===== src/rtl/cfg_pkg.sv =====
// Shared constants and FSM state type for the serial configuration loader.
package cfg_pkg;

  localparam logic [7:0] SYNC_WORD  = 8'hA5;
  localparam int         TILE_CFG_W = 33;
  localparam int         SBOX_CFG_W = 16;
  localparam int         CHK_W      = 8;

  typedef enum logic [1:0] {
    IDLE  = 2'd0,
    SYNC  = 2'd1,
    LOAD  = 2'd2,
    CHECK = 2'd3
  } cfg_state_e;

endpackage


===== src/rtl/cfg_checksum.sv =====
// Eight-lane XOR accumulator: each payload bit folds into the lane given by its index mod 8.
module cfg_checksum
  import cfg_pkg::*;
(
  input  logic             clock,
  input  logic             clear,
  input  logic             en,
  input  logic             bit_in,
  input  logic [2:0]       lane,
  output logic [CHK_W-1:0] sum
);

  logic [CHK_W-1:0] sum_q;

  always_ff @(posedge clock) begin
    if (clear) begin
      sum_q <= '0;
    end else if (en) begin
      sum_q[lane] <= sum_q[lane] ^ bit_in;
    end
  end

  assign sum = sum_q;

endmodule


===== src/rtl/config_loader.sv =====
// Serial configuration loader: sync word, payload into a shadow register, checksum,
// then an atomic commit of tile and switch-box configuration.
module config_loader
  import cfg_pkg::*;
#(
  parameter int NUM_TILES = 4,
  parameter int NUM_SBOX  = 4
) (
  input  logic                            clock,
  input  logic                            reset,
  input  logic                            start,
  input  logic                            bit_in,
  input  logic                            bit_valid,
  output logic                            bit_ready,
  output logic [TILE_CFG_W*NUM_TILES-1:0] tile_cfg,
  output logic [SBOX_CFG_W*NUM_SBOX-1:0]  sbox_cfg,
  output logic                            busy,
  output logic                            cfg_done,
  output logic                            cfg_err,
  output cfg_state_e                      state_dbg
);

  localparam int TW    = TILE_CFG_W * NUM_TILES;
  localparam int P     = TW + SBOX_CFG_W * NUM_SBOX;
  localparam int CNT_W = $clog2(P);

  // Handshake: a bit is consumed in exactly the cycles where bit_valid && bit_ready;
  // bit_ready is a pure function of state (high in SYNC, LOAD, CHECK).
  cfg_state_e       state_q, state_d;
  logic [7:0]       window_q;
  logic [CNT_W-1:0] cnt_q;
  logic [P-1:0]     shadow_q;
  logic [P-1:0]     cfg_q;
  logic             chk_bad_q;
  logic             done_q, err_q;

  logic             take;
  logic [7:0]       window_d;
  logic             last_pay, last_chk, mism, chk_clear;
  logic [CHK_W-1:0] chk_exp;

  assign bit_ready = (state_q != IDLE);
  assign busy      = (state_q != IDLE);
  assign take      = bit_valid & bit_ready;
  assign window_d  = {window_q[6:0], bit_in};
  assign last_pay  = (cnt_q == CNT_W'(P - 1));
  assign last_chk  = (cnt_q[2:0] == 3'd7);
  assign mism      = bit_in ^ chk_exp[cnt_q[2:0]];
  assign chk_clear = reset | ((state_q == IDLE) & start);

  cfg_checksum u_chk (
    .clock  (clock),
    .clear  (chk_clear),
    .en     (take & (state_q == LOAD)),
    .bit_in (bit_in),
    .lane   (cnt_q[2:0]),
    .sum    (chk_exp)
  );

  always_comb begin
    state_d = state_q;
    case (state_q)
      IDLE:    if (start) state_d = SYNC;
      SYNC:    if (take && window_d == SYNC_WORD) state_d = LOAD;
      LOAD:    if (take && last_pay) state_d = CHECK;
      CHECK:   if (take && last_chk) state_d = IDLE;
      default: state_d = IDLE;
    endcase
  end

  always_ff @(posedge clock) begin
    if (reset) begin
      state_q   <= IDLE;
      window_q  <= '0;
      cnt_q     <= '0;
      shadow_q  <= '0;
      cfg_q     <= '0;
      chk_bad_q <= 1'b0;
      done_q    <= 1'b0;
      err_q     <= 1'b0;
    end else begin
      state_q <= state_d;
      done_q  <= 1'b0;
      err_q   <= 1'b0;
      case (state_q)
        IDLE: begin
          if (start) begin
            window_q  <= '0;
            cnt_q     <= '0;
            chk_bad_q <= 1'b0;
          end
        end
        SYNC: begin
          if (take) window_q <= window_d;
        end
        LOAD: begin
          if (take) begin
            shadow_q[cnt_q] <= bit_in;
            cnt_q           <= last_pay ? '0 : cnt_q + CNT_W'(1);
          end
        end
        CHECK: begin
          if (take) begin
            if (last_chk) begin
              cnt_q     <= '0;
              chk_bad_q <= 1'b0;
              // Commit only when every received checksum bit matched.
              if (chk_bad_q | mism) begin
                err_q <= 1'b1;
              end else begin
                cfg_q  <= shadow_q;
                done_q <= 1'b1;
              end
            end else begin
              cnt_q     <= cnt_q + CNT_W'(1);
              chk_bad_q <= chk_bad_q | mism;
            end
          end
        end
        default: ;
      endcase
    end
  end

  assign tile_cfg  = cfg_q[TW-1:0];
  assign sbox_cfg  = cfg_q[P-1:TW];
  assign cfg_done  = done_q;
  assign cfg_err   = err_q;
  assign state_dbg = state_q;

endmodule


===== config.mk =====
export PLATFORM = sky130hd
export DESIGN_NAME = config_loader
export DESIGN_NICKNAME = d
export VERILOG_FILES = /design/src/rtl/cfg_pkg.sv /design/src/rtl/cfg_checksum.sv /design/src/rtl/config_loader.sv
export SDC_FILE = /design/constraint.sdc
export NUM_CORES = 1
export LEC_CHECK = 0
export CELL_PAD_IN_SITES_DETAIL_PLACEMENT = 1
export CELL_PAD_IN_SITES_GLOBAL_PLACEMENT = 1
export CORE_AREA = 2 2 203 225
export CTS_BUF_LIST = sky130_fd_sc_hd__clkbuf_8
export DETAILED_ROUTE_END_ITERATION = 10
export DIE_AREA = 0 0 205 227
export PLACE_DENSITY = 0.83
export SLEW_MARGIN = 20
export SYNTH_ARGS = -nofsm -noshare
export SYNTH_HDL_FRONTEND = slang
export SYNTH_SLANG_ARGS = --single-unit
export TNS_END_PERCENT = 50

===== constraint.sdc =====
create_clock -name clock -period 2.05 [get_ports clock]
set_clock_uncertainty 0.05 [all_clocks]
set_input_delay 0.41 -clock clock [delete_from_list [all_inputs] [get_ports clock]]
set_output_delay 0.41 -clock clock [all_outputs]
set_load 0.05 [all_outputs]

==> qor_table.md, run 1 <==
| Quantity | Reported |
|---|---|
| Outcome | finished, violations left |
| Violations in the final reports | setup timing |
| Net switching share of the total power | 0.266 |
| Slack of the worst reg-to-reg path | -0.23 ns |
| Sum of negative setup slack | -30.11 ns |
| Shortest period the worst path allows | 2.28 ns |
| Layout overhead on the synthesized area | 31.0% |
| Wirelength per Cell | 23.0 um |
| # H-tree levels | 3 |
| HPWL Detailed | 41,400 um |
| Placement Rows | 81 |
| RSZ-0062 raised after global routing | yes |
| Iteration count of the initial detailed-routing pass | 5 |
| First DRT Iteration DRCs | 1,801 |
| Headroom to the max-slew limit | 0.570 |
| Total congestion overflow after global routing | 0 |
| Number of standard cells in the final layout excluding fillers | 2,917 |
| Worst flop-to-flop path endpoint | cfg_q[74] |
| Mean instance size in the synthesized netlist | 8.50 sq um |
| Total power density per cell area | 772 nW/um^2 |
| Effective utilization at floorplan | 0.387 |
| Arrival time worst endpoint | 2.74 ns |
| Area of the die | 46,500 sq um |
| Cell count after placement | 2,772 |
| Pint | 12.7 mW |
| Residual DRC | 0 |
| Share of total power in the clock network | 0.429 |
| Slew Limit Fails | 0 |
| Seq/Total Area, Yosys | 0.491 |
| Port Buffers | 206 |
| Number of storage elements in the synthesis netlist | 420 |
| Total clock buffers created by CTS | 71 |
| Final critical-path setup slack | -0.227 ns |
| Prevailing post-synth register cell | dfxtp_1 |
| Source of the worst register-to-register timing path | cnt_q[1] |
| Die outline height | 227 um |
| Utilization after layout | 0.507 |
| Detailed Route WL | 67,000 um |
| Pin count of the biggest net entering global routing | 104 |
| Start point of the worst min-delay path | bit_in |
| Min Hold Slack | 0.269 ns |
| Netlist area before placement | 17,100 sq um |
| Later-pin clock latency in the skew report | 0.66 ns |
| Critical Path Source Type | flop |
| Clock tree root driver cell | clkbuf_8 |
| Final-report hold violation count | 0 |
| CP Class | flop to flop |
| Synth warn | 0 |
| Gpl congestion | 0.902 |
| Worst-Margin Slew | 0.643 ns |
| Max Cap Viol | 0 |
| Syn nets | 2,028 |
| Leakage | 8.24 nW |
| Async set or reset register ratio after synthesis | 0 |
| Endpoint class of the critical path | flop |
| Number of endpoints failing setup at the final stage | 203 |
| Number of enable-type register cells in the synthesized netlist | 0 |
| Instance count of the mapped netlist | 2,014 |
| Clock sink count | 420 |
| Vias after detailed routing | 16,533 |
| Bufs on Longest Clock Path | 3 |
| Post-Layout Inst Area | 22,400 sq um |
| Post-layout nets | 2,299 |
| Fraction of final layout cells sized beyond drive strength 1 | 0.166 |
| Placement-stage cell area | 20,400 sq um |
| Power share of the combinational group | 0.095 |
| Peak clock frequency supported by timing | 439 MHz |
| Die Span X | 205 um |
| Core Box Area | 44,200 sq um |
| Critical path required time | 2.52 ns |
| Overall routing resource usage | 0.277 |
| Fill count | 5,212 |
| Top fanout value on the critical path | 6 |
| Net Sw Power | 4.60 mW |
| Post-route ant nets | 0 |
| Post-place setup slack | -0.383 ns |
| Clock tree from TritonCTS | done |
| Worst-case vdd ir drop | 0.879 mV |
| Distinct cell type count after synthesis | 45 |
| Hold depth | 4 |
| I/O pin count | 207 |
| Register-to-Register Path Depth | 8 |
| Clk slew on worst S/H paths | 0.07 ns |
| Hold Path Class | input port to flop |
| Hold Path Sink | shadow_q[145] |
| Final critical-path share of the clock period | 1.11 |
| Part of the power in registers | 0.476 |
| Average vias per placed instance | 5.67 |
| Post-layout power | 17.3 mW |
| Number of antenna violations at the first check in global routing | 1 |
| Global-route wire length before repair | 99,300 um |
| Via count of the first global-routing pass | 17,149 |
==> logic make-up (layout without fill, tap and decap cells) <==
group                      after synthesis  after routing  synth area share
xor gates and xnor gates                 1              1          0.000512
buffers and inverters                  200            521            0.0614
muxes                                  203            203             0.119
DFF                                    420            420             0.491
adders and majority gates                9              9           0.00658
other                                    0              1                 0
AOI/OAI and AO/OA                      432            432             0.131
and+or+nand+nor                        749            749             0.190
==> cells in the final DEF (no fill, tap or decap), types with 5 or more instances in the layout <==
cell             synthesis  routed
a21oi_1                206     204
a22oi_1                  7       7
and3_1                  16      13
buf_12                  11      24
buf_16                   0      12
buf_4                    8     149
buf_6                    2      17
buf_8                    5      14
clkbuf_8                 0      86
clkdlybuf4s15_1          0       9
clkinvlp_4               0       5
dfxtp_1                420     416
dlygate4sd2_1            0     155
inv_1                    8      33
mux2i_1                202     187
mux2i_2                  0      14
nand2_1                434     429
nand2_2                  0       5
nand2b_1                 6       6
nand3_1                226     219
nand3_2                  0       7
nand4_1                  5       5
nor2_1                  30      25
nor2_2                   0       5
nor3_1                  11       6
nor3_2                   2       7
o21ai_0                196     176
o21ai_1                  0      20
o31ai_1                  5       5
==> critical path, stage by stage, from the launching register on <==
cell and delay [ns]:
dfxtp_4 0.40, buf_6 0.10, mux2i_1 0.18, nor3_1 0.08, nor3_2 0.29, mux2_8 0.50, buf_16 0.19, buf_16 0.15
mux2i_4 0.18
==> worst max-delay path by stage <==
stage / from / to / slack [ns] / cells after the start
5_1_grt: cnt_q[1] / cfg_q[27] / -0.31 / 8
6_report: cnt_q[1] / cfg_q[74] / -0.23 / 8
2_1_floorplan: state_dbg[1] / cfg_q[100] / -0.008 / 11
4_1_cts: cnt_q[1] / cfg_q[178] / -0.22 / 8
3_3_place_gp: bit_valid / shadow_q[86] / -0.32 / 8
3_5_place_dp: bit_valid / shadow_q[25] / -0.38 / 8
==> registers in the layout, summed over array words and instances, names as in the netlist <==
register,cells
cfg_err,1
chk_bad_q,1
u_chk.sum,8
window_q,7
cnt_q,8
shadow_q,196
cfg_done,1
cfg_q,196
state_dbg,2
==> what timing repair did <==
action	4_1_cts	5_1_grt
hold buffers	1	0
pin swaps	1	5
setup buffers	3	7
gates cloned	11	4
endpoints found under the hold margin	6	0
endpoints found under the setup margin	423	341
gates resized for setup	217	94
==> cells in the mapped netlist (8+ instances only) <==
| cell type | number | share of area |
|---|---|---|
| dfxtp_1 | 420 | 0.49 |
| and3_1 | 16 | 0.0058 |
| ha_1 | 9 | 0.0066 |
| clkbuf_1 | 144 | 0.032 |
| buf_4 | 8 | 0.0035 |
| inv_1 | 8 | 0.0018 |
| nor3_1 | 11 | 0.0032 |
| buf_12 | 11 | 0.013 |
| a21oi_1 | 206 | 0.060 |
| nor2_1 | 30 | 0.0066 |
| mux2i_1 | 202 | 0.12 |
| nand2_1 | 434 | 0.095 |
| nand3_1 | 226 | 0.066 |
| o21ai_0 | 196 | 0.057 |
| buf_2 | 16 | 0.0047 |
==> routing by layer <==
layer / track usage / up-vias / part of all wire
met5: 0 / - / 0
met3: 0.0511 / 221 / 0.072
met1: 0.340 / 8149 / 0.39
met4: 0.149 / 0 / 0.052
met2: 0.460 / 707 / 0.48
li1: - / 7456 / -
==> power by group through the flow <==
stage	combinational (mW)	sequential [mW]	clock, mW
2_1_floorplan	0.846	8.47	0
3_3_place_gp	1.43	8.41	0
3_5_place_dp	1.48	8.42	0
4_1_cts	1.52	8.24	7.47
5_1_grt	1.73	8.24	7.87
6_report	1.64	8.24	7.43
==> cell type report <==
| type | count | area, sq um | share of cell area |
|---|---|---|---|
| well taps | 581 | 727 | 0.0324 |
| repair buffers | 388 | 3920 | 0.175 |
| clock buffers | 86 | 1180 | 0.0528 |
| multi-input cells | 1394 | 7930 | 0.354 |
| flip-flops and latches | 420 | 8420 | 0.376 |
| inverters | 10 | 53.8 | 0.00240 |
| clock inverters | 37 | 185 | 0.00826 |
| diodes | 1 | 2.50 | 0.000112 |
Note: power is estimated with default switching activity, not from simulation.
==> inputs of run 2 (changes only) <==
--- a/config.mk
+++ b/config.mk
@@ -7,13 +7,14 @@
 export LEC_CHECK = 0
 export CELL_PAD_IN_SITES_DETAIL_PLACEMENT = 1
 export CELL_PAD_IN_SITES_GLOBAL_PLACEMENT = 1
-export CORE_AREA = 2 2 203 225
+export CORE_AREA = 2 2 206 229
 export CTS_BUF_LIST = sky130_fd_sc_hd__clkbuf_8
 export DETAILED_ROUTE_END_ITERATION = 10
-export DIE_AREA = 0 0 205 227
+export DIE_AREA = 0 0 208 231
 export PLACE_DENSITY = 0.83
 export SLEW_MARGIN = 20
 export SYNTH_ARGS = -nofsm -noshare
 export SYNTH_HDL_FRONTEND = slang
+export SYNTH_HIERARCHICAL = 1
 export SYNTH_SLANG_ARGS = --single-unit
 export TNS_END_PERCENT = 50
==> run 2 against run 1 <==
  * Cell count is 0.69% higher
  * The flow still finishes with violations (setup timing)
  * Sequential share of layout area is 0.80 points lower
  * Critical endpoint is now cfg_q[18]
  * Flip-flop and latch count stayed put
  * Largest cell class is now multi-input gates
==> qor_table.md, run 2 <==
| Quantity | Reported |
|---|---|
| Outcome | finished, violations left |
| Violations in the final reports | setup timing |
| Distinct cell type count after synthesis | 49 |
| Max Cap Viol | 0 |
| Die Span X | 208 um |
| Top fanout value on the critical path | 15 |
| Gpl congestion | 0.856 |
| Later-pin clock latency in the skew report | 0.64 ns |
| Peak clock frequency supported by timing | 446 MHz |
| Clock tree from TritonCTS | done |
| Post-Layout Inst Area | 22,900 sq um |
| Residual DRC | 0 |
| Final-report hold violation count | 0 |
| Seq/Total Area, Yosys | 0.465 |
| Clk slew on worst S/H paths | 0.06 ns |
| Worst-case vdd ir drop | 0.929 mV |
| Number of endpoints failing setup at the final stage | 193 |
| Netlist area before placement | 18,100 sq um |
| Overall routing resource usage | 0.262 |
| Met1 Use GR | 0.315 |
| Met2 global-route usage | 0.446 |
| I/O pin count | 207 |
| CP Class | flop to flop |
| Endpoint class of the critical path | flop |
| Die outline height | 231 um |
| Share of Yosys cell area claimed by the top area cell type | 0.465 |
| Hold Path Class | input port to flop |
| Critical path's slowest cell | mux2_8 |
| Prevailing post-synth register cell | dfxtp_1 |
| Core Box Area | 45,900 sq um |
| Most frequent cells after synthesis | dfxtp_1 (420), nand2b_1 (407), a21oi_1 (215) |
| # H-tree levels | 3 |
| Number of storage elements in the synthesis netlist | 420 |
| Instance count of the mapped netlist | 2,015 |
| Synth warn | 6 |
| Headroom to the max-slew limit | 0.613 |
| Post-synth top area cell | dfxtp_1 |
| Total clock buffers created by CTS | 70 |
| Critical Path, Cell by Cell | mux2_4 > or3_4 > nand4_4 > mux2_8 > buf_12 > buf_4 > mux2i_1 |
| Total power density per cell area | 750 nW/um^2 |
| CP delay by family, top | multiplexers |
| Number of enable-type register cells in the synthesized netlist | 0 |
| Slew Limit Fails | 0 |
| Arrival time worst endpoint | 2.73 ns |
| Largest registers in the final layout | cfg_q: 196 flops, shadow_q: 196 flops |
| Detailed Route WL | 65,500 um |
| Most used routing layer in global routing | met2 |
| HPWL Detailed | 43,300 um |
| Crit path depth | 7 |
| RSZ-0062 raised after global routing | yes |
| Total congestion overflow after global routing | 0 |
| Sum of negative setup slack | -22.90 ns |
| Wirelength per Cell | 22.3 um |
| Number of antenna violations at the first check in global routing | 1 |
| Clock sink count | 420 |
| Post-layout power | 17.2 mW |
| Final critical-path setup slack | -0.195 ns |
| Average vias per placed instance | 5.58 |
| Layout overhead on the synthesized area | 26.6% |
| Hold depth | 3 |
| Shortest period the worst path allows | 2.24 ns |
| Critical path required time | 2.54 ns |
| Number of buffer and inverter stages on the critical path | 2 |
| Placement Rows | 83 |
| Fraction of final layout cells sized beyond drive strength 1 | 0.206 |
| Hold buffers post-CTS | 0 |
| First DRT Iteration DRCs | 1,155 |
| Effective utilization at floorplan | 0.394 |
| Critical Path Source Type | flop |
| Synth area leaders | dfxtp_1 (46%), nand2b_1 (14%), mux2i_1 (11%), a21oi_1 (5.9%), nand3_1 (5.7%) |
| Async set or reset register ratio after synthesis | 0 |
| Port Buffers | 206 |
| Iteration count of the initial detailed-routing pass | 5 |
| Count leader, synth | dfxtp_1 |
| Commonest non-fill, non-tap cell in the layout | dfxtp_1 |
| Placement-stage cell area | 21,300 sq um |
| Clock tree root driver cell | clkbuf_8 |
| Area of the die | 48,000 sq um |
| Min Hold Slack | 0.0760 ns |
| Global-route wire length before repair | 98,900 um |
| Leakage | 8.13 nW |
| Post-route ant nets | 0 |
| Mean instance size in the synthesized netlist | 8.98 sq um |
| Fill count | 5,335 |
| Utilization after layout | 0.499 |
| Pin count of the biggest net entering global routing | 109 |
| Commonest cells after routing, fill and taps aside | dfxtp_1 (416), nand2b_1 (407), buf_4 (274) |
| Post-layout nets | 2,304 |
| Met3 capacity usage during global routing | 0.0453 |
| Bufs on Longest Clock Path | 3 |
| Register-to-Register Path Depth | 7 |
| Syn nets | 2,029 |
| Vias after detailed routing | 16,383 |
| Final critical-path share of the clock period | 1.09 |
| Delay of the slowest cell on the worst path | 0.42 ns |
| Via count of the first global-routing pass | 17,268 |
| Worst-Margin Slew | 0.580 ns |
[run 2: tightest hold or removal path, delay by kind of cell]
| family | cells | cell delay, ns |
|---|---|---|
| and+or+nand+nor | 1 | 0.08 |
| buffers and inverters | 1 | 0.14 |
| AOI/OAI and AO/OA | 1 | 0.07 |
[run 2: cell type report]
type | instances | area [sq um] | area share
multi-input combinational | 1403 | 8910 | 0.389
timing repair buffer | 389 | 3480 | 0.152
tap | 595 | 744 | 0.0325
clock inverter | 38 | 170 | 0.00742
sequential | 420 | 8420 | 0.367
clock buffer | 85 | 1170 | 0.0510
antenna | 1 | 2.50 | 0.000109
inverter | 6 | 25.0 | 0.00109
[run 2: cells by family after synthesis]
| logic type | after synthesis | share of synthesized area |
|---|---|---|
| and+or+nand+nor | 753 | 0.237 |
| AOI/OAI and AO/OA | 436 | 0.123 |
| DFF | 420 | 0.465 |
| muxes | 204 | 0.113 |
| buffers and inverters | 192 | 0.0552 |
| adders and majority gates | 9 | 0.00622 |
| xor gates and xnor gates | 1 | 0.000484 |
[run 2: final timing paths]
path                                 from            end  slack [ns]
worst max-delay path             cnt_q[0]      cfg_q[18]       -0.19
worst min-delay path               bit_in  shadow_q[162]        0.08
worst max register to register   cnt_q[0]      cfg_q[18]       -0.19
worst min register to register  cfg_q[85]      cfg_q[85]        0.42
[run 2: metal layers]
metal,part of all wire,wire length [um],vias up
li1,-,-,7455
met1,0.40,26500,8116
met2,0.49,31800,623
met3,0.061,3960,189
met4,0.049,3230,0
met5,0,0,-
[run 2: stage by stage]
step | cells | setup slack, ns
detailed placement | 2801 | -0.489
CTS | 2931 | -0.173
global placement | 2801 | -0.417
finish | 2937 | -0.195
floorplan | 2015 | -0.154
global route | 2936 | -0.222
[run 2: power by group]
part           switching (mW)  internal [mW]  leakage, nW
Sequential             0.0252           8.20         3.38
Combinational            1.01          0.713         3.96
Clock                    3.50           3.75        0.784
[run 2: timing repair]
action,CTS,global route
cloned,1,1
endpoints found under the setup margin,315,375
setup buffers,6,4
pin swaps,1,3
resized for setup,97,48
